**src/rtl/inst_sram_axi_rd_bridge.sv**
```systemverilog
// Instruction-fetch SRAM-like responder: turns each accepted fetch into a single-beat
// AXI read and returns the R beat to IF as a one-cycle data_ok pulse.
module inst_sram_axi_rd_bridge #(
  parameter logic [3:0]  ARID            = 4'h0,
  parameter int unsigned MAX_OUTSTANDING = 2
) (
  input  logic        clk,
  input  logic        resetn,
  input  logic        inst_sram_req,
  input  logic        inst_sram_wr,
  input  logic [1:0]  inst_sram_size,
  input  logic [31:0] inst_sram_addr,
  output logic        inst_sram_addr_ok,
  output logic        inst_sram_data_ok,
  output logic [31:0] inst_sram_rdata,
  output logic [3:0]  axi_rid_out,
  output logic [3:0]  arid,
  output logic [31:0] araddr,
  output logic [7:0]  arlen,
  output logic [2:0]  arsize,
  output logic [1:0]  arburst,
  output logic [1:0]  arlock,
  output logic [3:0]  arcache,
  output logic [2:0]  arprot,
  output logic        arvalid,
  input  logic        arready,
  input  logic [3:0]  rid,
  input  logic [31:0] rdata,
  input  logic [1:0]  rresp,
  input  logic        rlast,
  input  logic        rvalid,
  output logic        rready
);

  localparam int unsigned CNT_W = 2;

  typedef enum logic {
    AR_IDLE = 1'b0,
    AR_SEND = 1'b1
  } ar_state_t;

  ar_state_t        ar_state;
  logic [CNT_W-1:0] out_cnt;
  logic [1:0]       size_q;
  logic             accept;
  logic             r_hs;

  // Writes are never issued and single-beat reads need neither rresp nor rlast.
  logic unused_inputs;
  assign unused_inputs = &{1'b0, inst_sram_wr, rresp, rlast};

  assign inst_sram_addr_ok = resetn & (ar_state == AR_IDLE)
                           & (out_cnt < CNT_W'(MAX_OUTSTANDING));
  assign accept            = inst_sram_req & inst_sram_addr_ok;
  assign rready            = (out_cnt != '0);
  assign r_hs              = rvalid & rready;

  assign arid    = ARID;
  assign arlen   = 8'd0;
  assign arsize  = {1'b0, size_q};
  assign arburst = 2'b01;
  assign arlock  = 2'b00;
  assign arcache = 4'b0000;
  assign arprot  = 3'b000;

  // AR channel FSM: one address phase at a time, held until the slave takes it.
  always_ff @(posedge clk) begin
    if (!resetn) begin
      ar_state <= AR_IDLE;
      arvalid  <= 1'b0;
      araddr   <= 32'd0;
      size_q   <= 2'd0;
    end else begin
      case (ar_state)
        AR_IDLE: begin
          if (accept) begin
            ar_state <= AR_SEND;
            arvalid  <= 1'b1;
            araddr   <= inst_sram_addr;
            size_q   <= inst_sram_size;
          end
        end
        AR_SEND: begin
          if (arready) begin
            ar_state <= AR_IDLE;
            arvalid  <= 1'b0;
          end
        end
        default: begin
          ar_state <= AR_IDLE;
          arvalid  <= 1'b0;
        end
      endcase
    end
  end

  // Requests accepted but not yet answered on R.
  always_ff @(posedge clk) begin
    if (!resetn) begin
      out_cnt <= '0;
    end else begin
      case ({accept, r_hs})
        2'b10:   out_cnt <= out_cnt + CNT_W'(1);
        2'b01:   out_cnt <= out_cnt - CNT_W'(1);
        default: out_cnt <= out_cnt;
      endcase
    end
  end

  // R beat returned to IF one cycle after the handshake; data and ID hold between pulses.
  always_ff @(posedge clk) begin
    if (!resetn) begin
      inst_sram_data_ok <= 1'b0;
      inst_sram_rdata   <= 32'd0;
      axi_rid_out       <= 4'd0;
    end else begin
      inst_sram_data_ok <= r_hs;
      if (r_hs) begin
        inst_sram_rdata <= rdata;
        axi_rid_out     <= rid;
      end
    end
  end

endmodule

```
**config.mk**
```make
export PLATFORM = sky130hd
export DESIGN_NAME = inst_sram_axi_rd_bridge
export DESIGN_NICKNAME = d
export VERILOG_FILES = /design/src/rtl/inst_sram_axi_rd_bridge.sv
export SDC_FILE = /design/constraint.sdc
export NUM_CORES = 1
export LEC_CHECK = 0
export ABC_AREA = 1
export BUFFER_PORTS_ARGS = -buffer_cell sky130_fd_sc_hd__buf_2
export CAP_MARGIN = 20
export CORE_MARGIN = 5
export CORE_UTILIZATION = 40
export DETAILED_ROUTE_END_ITERATION = 6
export PLACE_DENSITY = 0.77
export SLEW_MARGIN = 20
export SYNTH_ARGS = -nofsm -noshare
export SYNTH_HDL_FRONTEND = slang
export SYNTH_SLANG_ARGS = --single-unit
export TNS_END_PERCENT = 30
```
**constraint.sdc**
```tcl
create_clock -name clk -period 1.5 [get_ports clk]
set_input_delay 0.15 -clock clk [delete_from_list [all_inputs] [get_ports clk]]
set_output_delay 0.15 -clock clk [all_outputs]
set_load 0.1 [all_outputs]
```
---- Yosys cells after proc, flatten, opt, wreduce, memory -nomap -nowiden ----
Cells that the tools add are included.
word-level totals
  output and inout port bits .............. 98
  flip-flop bits (word level) ............. 75
  logic and storage cells ................. 31
  bits of input ports ..................... 79
operators by class
  multiplexer cells ....................... 7
  add/subtract/negate cells ............... 2
  $lt $le $gt $ge ......................... 1
  bitwise logic cells ..................... 5
  reduce and logical (&&, ||, !) cells .... 4
  eq/ne operators ......................... 4
operator list
  operator             count
  $and 1x1->1          4
  $mux 1               4
  $ne 2x2->1 const B   2
  $pmux 1 s2           2
  $pmux 2 s2           1
  $reduce_and 2->1     2
  $reduce_bool 2->1    2
  $add 2x1->2 const B  1
  $eq 2x1->1 const B   1
  $eq 2x2->1 const B   1
  $lt 2x2->1 const B   1
  $sub 2x1->2 const B  1
  $not 1->1            1

---- Logic depth before layout (Yosys ltp) ----
Gate-level depths: netlist of the first run.
  word-level depth ........................ 6
  gate-level depth with buffers ........... 12

---- Least setup slack after synthesis of the first run ----
Ideal clock, no wire load.
  path type ............................... register to output
  start ................................... register out_cnt[1]
  end ..................................... output port inst_sram_addr_ok
  buffers on the path ..................... 0
  slack ................................... -1.062 ns
  cell stages (with the launch flop) ...... 2
  arrival ................................. 2.412 ns
  cells stage by stage .................... dfxtp_1 nor3_1
on the way
  word-level cells in the longest chain between the ends .. 2
RTL lines
  item                    line  source
  from (decl)             43    logic [CNT_W-1:0] out_cnt;
  from (signal assigned)  103   2'b10: out_cnt <= out_cnt + CNT_W'(1);
  from (signal assigned)  104   2'b01: out_cnt <= out_cnt - CNT_W'(1);
  from (signal assigned)  105   default: out_cnt <= out_cnt;
  $lt 2x2->1              53    & (out_cnt < CNT_W'(MAX_OUTSTANDING));
  $and 1x1->1             53
  to (decl)               13    output logic inst_sram_addr_ok,
No other way between the ends.

---- Final worst setup path of the first run ----
  start ................................... register out_cnt[1]
  end ..................................... register out_cnt[1]
on the way
  word-level cells in the longest chain between the ends .. 5
  elaborated cells between the ends (all ways) .. 11
  classes of those cells .................. 2 x add/sub; 1 x order compare; 2 x eq/ne; 1 x mux; 3 x bitwise; 2 x reduce/logical
RTL lines
  item                                                    line  source
  $lt 2x2->1                                              53
  $and 1x1->1                                             53
  $and 1x1->1                                             54    assign accept = inst_sram_req & inst_sram_addr_ok;
  $eq 2x1->1 / $eq 2x2->1 (equally long branches)         102   case ({accept, r_hs})
  $pmux 2 s2 / $reduce_bool 2->1 (equally long branches)  n/a
Parallel ways exist; a longest one is shown, timed or not.
A chain may end at the register's enable or synchronous reset.

==> results.md, run 1 <==
- The fraction of registers with async set or reset after synthesis is 0%.
- The timing-limited maximum frequency is 754 MHz.
- The slowest library cell on the worst path is sky130_fd_sc_hd__dfxtp_4.
- In the final routed layout, each cell accounts on average for 10.7 um.
- After the last flow step, the layout net total stands at 656.
- The synthesized-area fraction occupied by and/or/nand/nor cells is 28.8%.
- Detailed placement finished with a half-perimeter wire length of 5620 um.
- In this run the cell area of the synthesized design comes to 3100 um2.
- From synthesis to final layout, the design area changed by 31.5%.
- Global routing consumed, on the met3 layer, 8.07% of the routing resources.
- The most used flip-flop cell after synthesis is sky130_fd_sc_hd__dfxtp_1.
- The number of cells on the worst hold path is 3.
- The buffer cell driving the clock tree root is sky130_fd_sc_hd__clkbuf_8.
- The critical-path maximum fanout is 13.
- The setup slack after layout is 173 ps.
- The vias after detailed routing is 2893.
- The synthesized design contains 0 enable-type register cells.
- The number of gates resized after CTS was 0.
- After global routing, the most crowded layer is met2.
- The overall track demand over capacity in global routing is 15.2%.
- By area, the combinational part of the netlist is dominated by simple AND/OR/NAND/NOR gates.
- The largest net degree at the start of global routing is 54.
- The later pin in the worst-skew pair is clocked with a latency of 330 ps.
- The region available for standard cell placement spans 7650 um2.
- The largest incremental delay on the critical path is 380 ps.
- Measured against the total synthesized area, the mux share comes to 0%.
- The startpoint type of the worst setup path is a flop.
- On the final layout, the worst hold slack is 40.9 ps.
- The tool flagged a number of max-cap violations equal to 0.
- The number of design rule violations left after detail routing is 0.
- The worst-case IR drop observed on VDD is 985 uV.
- The critical path's most frequent cell is sky130_fd_sc_hd__nor2_1.
- The total count of max-transition violations in the final report is 0.
- Global routing finished with a remaining overflow of 0.
- The first-pass GRT wire length is 12200 um.
- In the layout the commonest cells are 146 x sky130_fd_sc_hd__buf_2, 137 x sky130_fd_sc_hd__nor2_1, 75 x sky130_fd_sc_hd__nand2_1.
- The slack of the worst reg-to-reg path is 170 ps.
- The detail route stage leaves a number of antenna-violating nets equal to 0.
- The area share of the largest cell type after synthesis is 48.5%.
- The count of boundary I/O pins is 177.
- The placed instance count is 666.
- The number of buffer and inverter stages on the critical path is 3.
- For met1 alone, demand over resource in global routing was 15.4%.
- For this design the static power due to leakage is 2.25 nW.
- From bottom edge to top edge, the die measures 98.0 um.
- After layout, the worst path uses 88.4% of the clock period.
- For the final routed database, the setup TNS stands at 0 ps.
- The pre-antenna-repair detailed-routing pass consisted of 4 iterations.
- After clock tree synthesis, the clock-pin slew on the worst setup and hold paths is 70 ps.
- The dominant cell type by area after synthesis is sky130_fd_sc_hd__dfxtp_1.
- In this design, the largest share of critical-path delay is due to simple AND/OR/NAND/NOR gates.
- A synthesized cell averages 7.15 um2.
- The worst hold path class is in -> reg.
- During synthesis, Yosys emitted a total of 0 warnings.
- Global routing consumed, on the met2 layer, 26.3% of the routing resources.
- The number of cells produced by synthesis is 433.
- For the worst setup path, the data required time is 1720 ps.
- The placer congestion estimate is 0.756.
- The netlist uses 23 different library cells.
- The synthesized netlist devotes 6.30% of its cell area to compound gates.
- Traced cell by cell, the critical path runs through inv_4, nand2_8, nand2_4, inv_8, ha_4, inv_2, nand2_1, nor2_1, nor2_1, nor2_1.
- Summing the areas of all fa, ha and maj instances in the mapped netlist gives 0.404% of the synthesized area.
- The detailed router finished its first iteration with 55 violations.
- The completed layout was analyzed and its total power is 7.17 mW.
- Ranked by total cell area, the synthesized netlist is headed by sky130_fd_sc_hd__dfxtp_1 48%, sky130_fd_sc_hd__nor2_1 17%, sky130_fd_sc_hd__nand2_1 9.1%.
- The hold buffer count at CTS is 0.
- The per-cell via count in the routed design is 4.24.
- The number of diodes added for antenna fixing is 0.
- The count of clock tree sinks is 75.
- The hold violation count in the final report was 0.
- The length in cells of the worst reg-to-reg path is 10.
- The critical path arrival is 1550 ps.
- The most common cell after layout, fill and taps aside is sky130_fd_sc_hd__buf_2.
- The level count of the clock H-tree is 3.
- The critical path start-end classification is reg -> reg.
- The die covers 9600 um2.
- The worst slack at placement is 150 ps.
- The run finished with clean final reports.
- The via count of the first global-routing pass was 2803.
- Of the cells placed in the final design, the portion with a size suffix greater than 1 is 32.9%.
- For this run, the number of standard cells in the final layout without fillers is 683.
- Setup repair after global routing left no endpoint under its margin.
- The worst setup path is captured at a flop.
- Counting flops and latches in the post-synthesis netlist gives 75.
- Row generation in the floorplan step produced 32 rows.
- Dividing total power by cell area gives a power density of 1760 nW/um2.
- The TritonCTS clock tree is done.
- The clock skew is 8.92 ps.
- For the finished layout, the period the worst path requires is 1330 ps.
- In this run the tool buffered the top-level ports with 148 buffer cells.
- Of the synthesized area, sequential elements account for 48.5%.
- The number of antenna violations at the first check in global routing is 0.
- The setup-violating endpoint count in the final report is 0.
- Fill cells in the final layout number 756.
- The maximum clock path buffer count is 2.
- The starting density of the core is 40.5%.
- The die span in x is 98.0 um.
- The number of buffers created by CTS is 9.
- Wires add up to 7290 um.
- Of the total synthesized cell area, the portion taken by XOR and XNOR cells is 0%.
- The number of gates on the worst path with buffers counted is 10.
-- flip-flops by register name (all words and copies together), names as in the netlist --
| name | count |
|---|---|
| inst_sram_data_ok | 1 |
| arvalid | 1 |
| inst_sram_rdata | 32 |
| axi_rid_out | 4 |
| out_cnt | 2 |
| size_q | 2 |
| araddr | 32 |
| ar_state | 1 |
-- cell usage after synthesis (4+ instances only) --
library cell	n
sky130_fd_sc_hd__o21ai_1	13
sky130_fd_sc_hd__nor2_2	9
sky130_fd_sc_hd__buf_2	9
sky130_fd_sc_hd__nor2_1	137
sky130_fd_sc_hd__inv_1	40
sky130_fd_sc_hd__buf_6	4
sky130_fd_sc_hd__nand2_1	75
sky130_fd_sc_hd__buf_4	24
sky130_fd_sc_hd__clkbuf_1	7
sky130_fd_sc_hd__dfxtp_1	75
sky130_fd_sc_hd__o21ai_0	24
-- through the flow --
stage	area, um2	utilization, %
finish	4080	53.3
global route	4080	53.3
CTS	4070	53.2
detailed placement	3870	50.7
global placement	3870	50.7
floorplan	3230	-
-- layer usage --
| layer | up-vias | wire (um) |
|---|---|---|
| met5 | - | 0 |
| met4 | 0 | 98 |
| met3 | 9 | 971 |
| met2 | 119 | 3390 |
| met1 | 1243 | 2840 |
| li1 | 1522 | - |
-- repair_timing --
| action | in CTS | in global routing |
|---|---|---|
| endpoints found under the hold margin | 0 | 0 |
| buffers inserted | 0 | 1 |
| endpoints found under the setup margin | 0 | 1 |
-- report_power, final --
part / total (mW) / switching [mW] / internal, mW
Clock: 1.49 / 0.717 / 0.772
Combinational: 3.29 / 2.73 / 0.561
Sequential: 2.39 / 0.137 / 2.25
-- area by class of cell --
class	instances	area [um2]	area share, %
clock inverter	6	65.1	1.60
multi-input combinational	291	1230	30.2
clock buffer	10	128	3.13
inverter	43	174	4.27
sequential	75	1510	37.0
timing repair buffer	156	843	20.7
tap	102	128	3.13
-- worst reg2reg max path, stage by stage (launching register included) --
cell,delay (ps)
sky130_fd_sc_hd__dfxtp_4,380
sky130_fd_sc_hd__inv_4,80
sky130_fd_sc_hd__nand2_8,60
sky130_fd_sc_hd__nand2_4,90
sky130_fd_sc_hd__inv_8,60
sky130_fd_sc_hd__ha_4,280
sky130_fd_sc_hd__inv_2,40
sky130_fd_sc_hd__nand2_1,50
sky130_fd_sc_hd__nor2_1,40
sky130_fd_sc_hd__nor2_1,110
sky130_fd_sc_hd__nor2_1,50
-- path summary, 6_finish.rpt --
kind	from	to
setup / recovery	out_cnt[1]	out_cnt[1]
hold / removal	inst_sram_addr[3]	araddr[3]
setup reg to reg	out_cnt[1]	out_cnt[1]
hold reg to reg	inst_sram_rdata[10]	inst_sram_rdata[10]
-- logic make-up after synthesis --
family,count (synthesis)
and+or+nand+nor,227
buffers and inverters,89
DFF,75
AOI/OAI and AO/OA,39
other,2
adders and majority gates,1
Power figures use the tool's default switching activity.
==> inputs of run 2 (changes only) <==
- ABC_AREA: 1 -> unset
- CORE_UTILIZATION: 40 -> 39
- PLACE_DENSITY: 0.77 -> 0.76
==> run 2 against run 1 <==
Effect of this change: cell area decreased by 0.43%; largest cell class unchanged; maximum frequency decreased by 7.8%; highest routed layer unchanged; largest power group unchanged; wire length decreased by 2.7%.
==> results.md, run 2 <==
- The count of buffers from port buffering is 148 (unchanged).
- The largest registers in the layout are araddr: 32 flops, inst_sram_rdata: 32 flops, axi_rid_out: 4 flops.
- The cell family with the largest share of critical-path delay is simple AND/OR/NAND/NOR gates.
- The final core area utilization is 53.1% (-0.23 points).
- Yosys attributes the largest share of cell area to sky130_fd_sc_hd__dfxtp_1 49%, sky130_fd_sc_hd__nand2_1 18%, sky130_fd_sc_hd__a21boi_1 9.4%.
- The count of boundary I/O pins came to 177 (unchanged).
- In the layout the commonest cells are 146 x sky130_fd_sc_hd__buf_2, 141 x sky130_fd_sc_hd__nand2_1, 74 x sky130_fd_sc_hd__dfxtp_1.
- The critical path arrival is 1700 ps (+150 ps).
- The total of max-cap violations is 0 (unchanged).
- The setup-violating endpoint count in the final report is 0 (unchanged).
- The largest incremental delay on the critical path is 380 ps (about the same).
- The count of different cell masters after synthesis is 24 (+4.3%).
- The post-CTS setup-driven buffer insertion count is 0 (unchanged).
- Leaving out fill and tap cells, the most frequent cell in the layout is sky130_fd_sc_hd__buf_2.
- The slowest stage of the critical path is the sky130_fd_sc_hd__dfxtp_4 cell.
- The area share of the largest cell type after synthesis is 49.3% (+0.88 points).
- The number of enable flip-flop cells after synthesis was 0 (unchanged).
- The register bit count reported by yosys is 75 (unchanged).
- The sum of internal, switching and leakage power is 8.33 mW (+16%).
- The count of clock tree sinks was 75 (unchanged).
- The placeable core region was 7650 um2 (unchanged).
- The post-synthesis instance area came to 3040 um2 (-1.8%).
- The minimum period implied by the final worst setup slack came to 1440 ps (+112 ps).
- The critical path goes through nor3b_4, nand2_2, ha_4, xnor2_2, or3_1, a21boi_1.
- The multi-input gate area in the final layout is 1330 um2 (+8.0%).
- The number of core rows is 32 (unchanged).
- The startpoint type of the worst setup path is a flop.
- The routed length per instance is 11.7 um (+10%).
- The HPWL after detailed placement is 5200 um (-7.6%).
- The count of warnings emitted by yosys is 0 (unchanged).
- The proportion of synthesized chip area in sequential cells is 49.3% (+0.88 points).
- The final wirelength is 7090 um (-2.7%).
- The highest ir drop seen on vdd is 1000 uV (+1.5%).
- STA classifies the critical path endpoint as a flop.
- The fraction of registers with async set or reset after synthesis is 0% (unchanged).
- The clock skew came to 5.46 ps (-3.46 ps).
- The first-pass GRT wire length is 11800 um (-3.7%).
- The most frequently used flop master after synthesis is sky130_fd_sc_hd__dfxtp_1.
- The TritonCTS clock tree is done.
- The clock input transition at the sequential cells of the worst setup and hold paths is 80 ps (about the same).
- The final net count is 577 (-12%).
- Sorting the synthesized cells by how often they occur yields 142 x sky130_fd_sc_hd__nand2_1, 75 x sky130_fd_sc_hd__dfxtp_1, 38 x sky130_fd_sc_hd__a21boi_1, 33 x sky130_fd_sc_hd__a21boi_0, 27 x sky130_fd_sc_hd__buf_4.
- The number of buffer and inverter stages on the critical path came to 0 (-3).
- The die span in x came to 98.3 um (+0.33%).
- For the pin with the worst max-slew slack, the measured transition is 604 ps.
- The mean area per synthesized cell is 8.60 um2 (+20%).
- Clock tree synthesis selected as its root buffer the cell sky130_fd_sc_hd__clkbuf_8.
- The starting density of the core came to 39.8% (-0.72 points).
- The total count of max-transition violations in the final report was 0 (unchanged).
- The vias after detailed routing was 2671 (-7.7%).
- The number of design rule violations left after detail routing is 0 (unchanged).
- The ratio of final minimum period to clock period is 95.9% (+7.5 points).
- The largest net degree at the start of global routing came to 76 (+41%).
- The number of detailed-routing iterations run before antenna repair is 4 (unchanged).
- The via count of the first global-routing pass is 2656 (-5.2%).
- The number of buffers created by CTS is 9 (unchanged).
- Setup repair after global routing could not meet its margin everywhere.
- The leftover overflow at the end of global routing came to 0 (unchanged).
- The number of cells produced by synthesis is 354 (-18%).
- The final antenna-violating net count is 0 (unchanged).
- From synthesis to final layout, the design area changed by 33.3%.
- The layout filler cell count came to 757 (+0.13%).
- The per-cell via count in the routed design is 4.42 (+4.4%).
- The cell leakage power was 1.92 nW (-15%).
- The remaining max-slew budget at the tightest pin is 59.7%.
- The worst hold path class is in -> reg.
- The total power density per cell area was 2050 nW/um2 (+17%).
- The die outline height was 98.3 um (+0.33%).
- The level count of the clock H-tree is 3 (unchanged).
- The critical path start-end classification is reg -> reg.
- The number of antenna violations at the first check in global routing is 0 (unchanged).
- The largest total area in the synthesized netlist belongs to sky130_fd_sc_hd__dfxtp_1.
- The number of diodes added for antenna fixing is 0 (unchanged).
- The required time at the endpoint of the critical path is 1760 ps (+40 ps).
- The iteration-0 DRC count of the detailed router is 68 (+24%).
- The placer congestion estimate came to 0.742 (-1.9%).
- The register area is 1510 um2 (about the same).
- The critical-path maximum fanout is 6 (-7).
- The area enclosed by the die boundary came to 9670 um2 (+0.66%).
- The hold violation count in the final report came to 0 (unchanged).
- The maximum clock path buffer count is 2 (unchanged).
- The insertion delay of the later-clocked pin in the worst-skew pair was 330 ps (about the same).
- The overall track demand over capacity in global routing came to 14.8% (-0.48 points).
- sky130_fd_sc_hd__nand2_1 is the most common cell in the netlist.
- The share of layout cells above drive strength 1 is 36.3% (+3.4 points).
- The timing-limited maximum frequency is 695 MHz (-7.8%).
- The run finished with clean final reports.
run 2: tightest hold or removal path: stages:
cell and delay (ps):
sky130_fd_sc_hd__buf_2 90, sky130_fd_sc_hd__nand2_1 40, sky130_fd_sc_hd__a21boi_1 50
run 2: cells by family (layout without fill, tap and decap cells):
kind of cell    Yosys count  after routing  synth area share, %
xor+xnor                  2              2                0.576
compound gates           75             75                 18.7
buf+inv                  48            174                 10.8
flops                    75             75                 49.3
simple gates            151            151                 19.9
other cells               2             24                0.247
fa+ha+maj                 1              1                0.411
run 2: layer usage:
metal	share of wire, %	global-route usage (%)
met3	10	5.57
met4	1.5	5.99
met2	48	25.8
met5	0	0
met1	40	16.0
run 2: area by class of cell:
| type | count | area share (%) |
|---|---|---|
| flip-flops and latches | 75 | 37.1 |
| multi-input cells | 253 | 32.8 |
| repair buffers | 157 | 21.3 |
| clock buffers | 12 | 3.82 |
| well taps | 102 | 3.15 |
| clock inverters | 4 | 1.79 |
| inverters | 1 | 0.0925 |
run 2: path summary, 6_finish.rpt:
kind	slack, ps	to	cells past startpoint	startpoint
min	50	araddr[23]	3	inst_sram_addr[23]
max reg2reg	60	out_cnt[1]	6	out_cnt[1]
min reg2reg	450	inst_sram_rdata[20]	2	inst_sram_rdata[20]
max	60	out_cnt[1]	6	out_cnt[1]
run 2: metrics by stage:
stage          area, um2  hold WS (ps)  std cells  setup TNS [ps]  setup slack, ps
2_1_floorplan       3150           285        376           -1280             -713
3_3_place_gp        3820           390        588               0             30.1
3_5_place_dp        3820           397        588               0             25.8
4_1_cts             4050          22.2        604               0             5.74
5_1_grt             4060          26.6        604           -33.1            -33.1
6_report            4060          47.7        604               0             61.2
run 2: power by group:
part           internal (mW)  total, mW  switching [mW]
registers               2.31       2.49           0.181
logic                  0.796       4.11            3.31
clock network           1.03       1.73           0.699
run 2: repair_timing:
action,in CTS,in global routing
gates resized for setup,0,3
setup endpoints to repair,0,17
hold buffers,0,0
==> inputs of run 3 (changes only) <==
- BUFFER_PORTS_ARGS: -buffer_cell sky130_fd_sc_hd__buf_2 -> -buffer_cell sky130_fd_sc_hd__clkbuf_2
==> run 3 against run 2 <==
Effect of this change: clock power grew 21%; combinational power shrank 1%; sequential power is essentially flat; worst hold slack lost 20 ps; via count grew 0.45%; setup slack lost 33 ps; non-clock buffer count grew 1; final cell count grew 0.17%; maximum frequency shrank 2.2%; flip-flop and latch count is the same; core utilization grew 0.69 points; register-to-register slack lost 30 ps.
==> results.md, run 3 (synthesis gave the netlist of run 2 again) <==
- The run finished with clean final reports.
- The HPWL after detailed placement was 5170 um (-0.54%).
- The timing-limited maximum frequency was 680 MHz (-2.2%).
- The buffer cell driving the clock tree root is sky130_fd_sc_hd__clkbuf_8.
- The final wirelength is 7220 um (+1.9%).
- The hold violation count in the final report was 0 (unchanged).
- The layout filler cell count is 716 (-5.4%).
- The standard cell area after detailed placement is 3810 um2 (-0.20%).
- The cell leakage power is 1.91 nW (-0.65%).
- The insertion delay of the later-clocked pin in the worst-skew pair came to 330 ps (about the same).
- The ratio of final minimum period to clock period is 98.1% (+2.2 points).
- The die span in x is 98.3 um (unchanged).
- The slew at the pin with the worst max-slew slack was 594 ps (-9.69 ps).
- In the layout the commonest cells are 146 x sky130_fd_sc_hd__clkbuf_2, 141 x sky130_fd_sc_hd__nand2_1, 74 x sky130_fd_sc_hd__dfxtp_1.
- The iteration-0 DRC count of the detailed router came to 91 (+34%).
- The sum of internal, switching and leakage power is 8.66 mW (+4.0%).
- The number of detailed-routing iterations run before antenna repair was 4 (unchanged).
- The setup-violating endpoint count in the final report is 0 (unchanged).
- The final net count was 578 (+0.17%).
- The placed instance count is 587 (-0.17%).
- The die outline height came to 98.3 um (unchanged).
- The area enclosed by the die boundary is 9670 um2 (unchanged).
- The share of layout cells above drive strength 1 is 35.8% (-0.47 points).
- The final antenna-violating net count is 0 (unchanged).
- The largest registers in the layout are araddr: 32 flops, inst_sram_rdata: 32 flops, axi_rid_out: 4 flops.
- The count of buffers from port buffering is 148 (unchanged).
- The vias after detailed routing is 2683 (+0.45%).
- The clock skew came to 8.84 ps (+3.38 ps).
- The library cell used most frequently in the layout, excluding fill and tap cells, is sky130_fd_sc_hd__clkbuf_2.
- The number of antenna violations at the first check in global routing came to 0 (unchanged).
- The clock input transition at the sequential cells of the worst setup and hold paths is 80 ps (about the same).
- The design area was 4110 um2 (+1.3%).
- The largest net degree at the start of global routing was 76 (unchanged).
- The total count of max-transition violations in the final report is 0 (unchanged).
- The minimum period implied by the final worst setup slack came to 1470 ps (+32.5 ps).
- The routed length per instance is 11.9 um (+1.7%).
- The number of design rule violations left after detail routing is 0 (unchanged).
- The slowest library cell on the worst path is sky130_fd_sc_hd__dfxtp_4.
- The leftover overflow at the end of global routing is 0 (unchanged).
- The critical path goes through nor3b_4, nand2_2, ha_4, xnor2_1, or3_1, a21boi_1.
- The number of core rows is 32 (unchanged).
- The largest incremental delay on the critical path came to 380 ps (about the same).
- The number of buffer and inverter stages on the critical path is 0 (unchanged).
- The remaining max-slew budget at the tightest pin is 60.4% (+0.65 points).
- The worst hold slack across all endpoints is 27.8 ps (-19.9 ps).
- The category of the worst setup path capture point is a flop.
- Among cell families on the critical path, the largest total delay comes from simple AND/OR/NAND/NOR gates.
- The critical path arrival was 1730 ps (+30 ps).
- The post-CTS setup-driven buffer insertion count is 0 (unchanged).
- The placeable core region came to 7650 um2 (unchanged).
- The total power density per cell area is 2110 nW/um2 (+2.7%).
- The maximum clock path buffer count came to 2 (unchanged).
- STA classifies the critical path startpoint as a flop.
- The critical-path maximum fanout came to 6 (unchanged).
- The overall track demand over capacity in global routing is 14.8% (+0.052 points).
- The worst hold path class is in -> reg.
- Setup repair after global routing could not meet its margin everywhere.
- The via count of the first global-routing pass is 2626 (-1.1%).
- The final instance count without filler cells was 605 (+0.17%).
- The count of boundary I/O pins is 177 (unchanged).
- The count of clock tree sinks was 75 (unchanged).
- The worst slack at placement is -10.4 ps (-36.2 ps).
- The setup slack after layout is 28.6 ps (-32.5 ps).
- The required time at the endpoint of the critical path is 1760 ps (about the same).
- The highest ir drop seen on vdd is 1270 uV (+27%).
- The multi-input gate area in the final layout is 1320 um2 (-0.56%).
- The register area is 1510 um2 (unchanged).
- The starting density of the core is 39.8% (unchanged).
- The level count of the clock H-tree is 3 (unchanged).
- The area growth from synthesis to layout is 35.1%.
- The worst setup path is of the reg -> reg kind.
- The number of buffers created by CTS was 9 (unchanged).
- The total of max-cap violations was 0 (unchanged).
- The first-pass GRT wire length was 11800 um (-0.24%).
- The placer congestion estimate is 0.738 (-0.50%).
- TritonCTS built the clock tree.
- The number of diodes added for antenna fixing is 0 (unchanged).
- The per-cell via count in the routed design was 4.43 (+0.28%).
run 3: power by group:
part	total, mW	internal (mW)	switching, mW	leakage, nW
registers	2.50	2.31	0.187	0.613
clock network	2.09	1.37	0.721	0.137
logic	4.07	0.764	3.31	1.16
total	8.66	4.44	4.22	1.91
run 3: per-layer routing:
layer | up-vias | wire length, um | track usage [%]
li1 | 1366 | - | -
met1 | 1206 | 2900 | 15.4
met2 | 104 | 3550 | 26.4
met3 | 7 | 685 | 5.64
met4 | 0 | 93 | 6.51
met5 | - | 0 | 0
run 3: cell type report:
class	instances	area share, %
clock buffer	12	3.77
tap	102	3.11
inverter	1	0.0913
timing repair buffer	158	21.3
clock inverter	4	2.92
sequential	75	36.6
multi-input combinational	253	32.2
run 3: path summary, 6_finish.rpt:
kind | start | end | slack, ps | cells after the start
hold reg to reg | araddr[20] | araddr[20] | 450 | 2
hold / removal | inst_sram_addr[14] | araddr[14] | 30 | 3
setup reg to reg | out_cnt[1] | out_cnt[1] | 30 | 6
setup / recovery | out_cnt[1] | out_cnt[1] | 30 | 6
run 3: metrics by stage:
stage | utilization, % | setup TNS (ps)
after floorplan | - | -1280
after global placement | 49.8 | 0
after detailed placement | 49.8 | -10.4
after CTS | 53.7 | 0
after global routing | 53.7 | -51.1
final | 53.7 | 0
run 3: worst register-to-register path: cells and delay by family, from the launching register on:
kind | cells | cell delay, ps
simple gates | 3 | 610
flops | 1 | 380
fa+ha+maj | 1 | 170
xor+xnor | 1 | 120
compound gates | 1 | 120
run 3: what timing repair did:
| item | in CTS | in global routing |
|---|---|---|
| hold buffers | 2 | 0 |
| endpoints found under the hold margin | 2 | 0 |
| endpoints found under the setup margin | 1 | 1 |
| gates resized for setup | 1 | 1 |
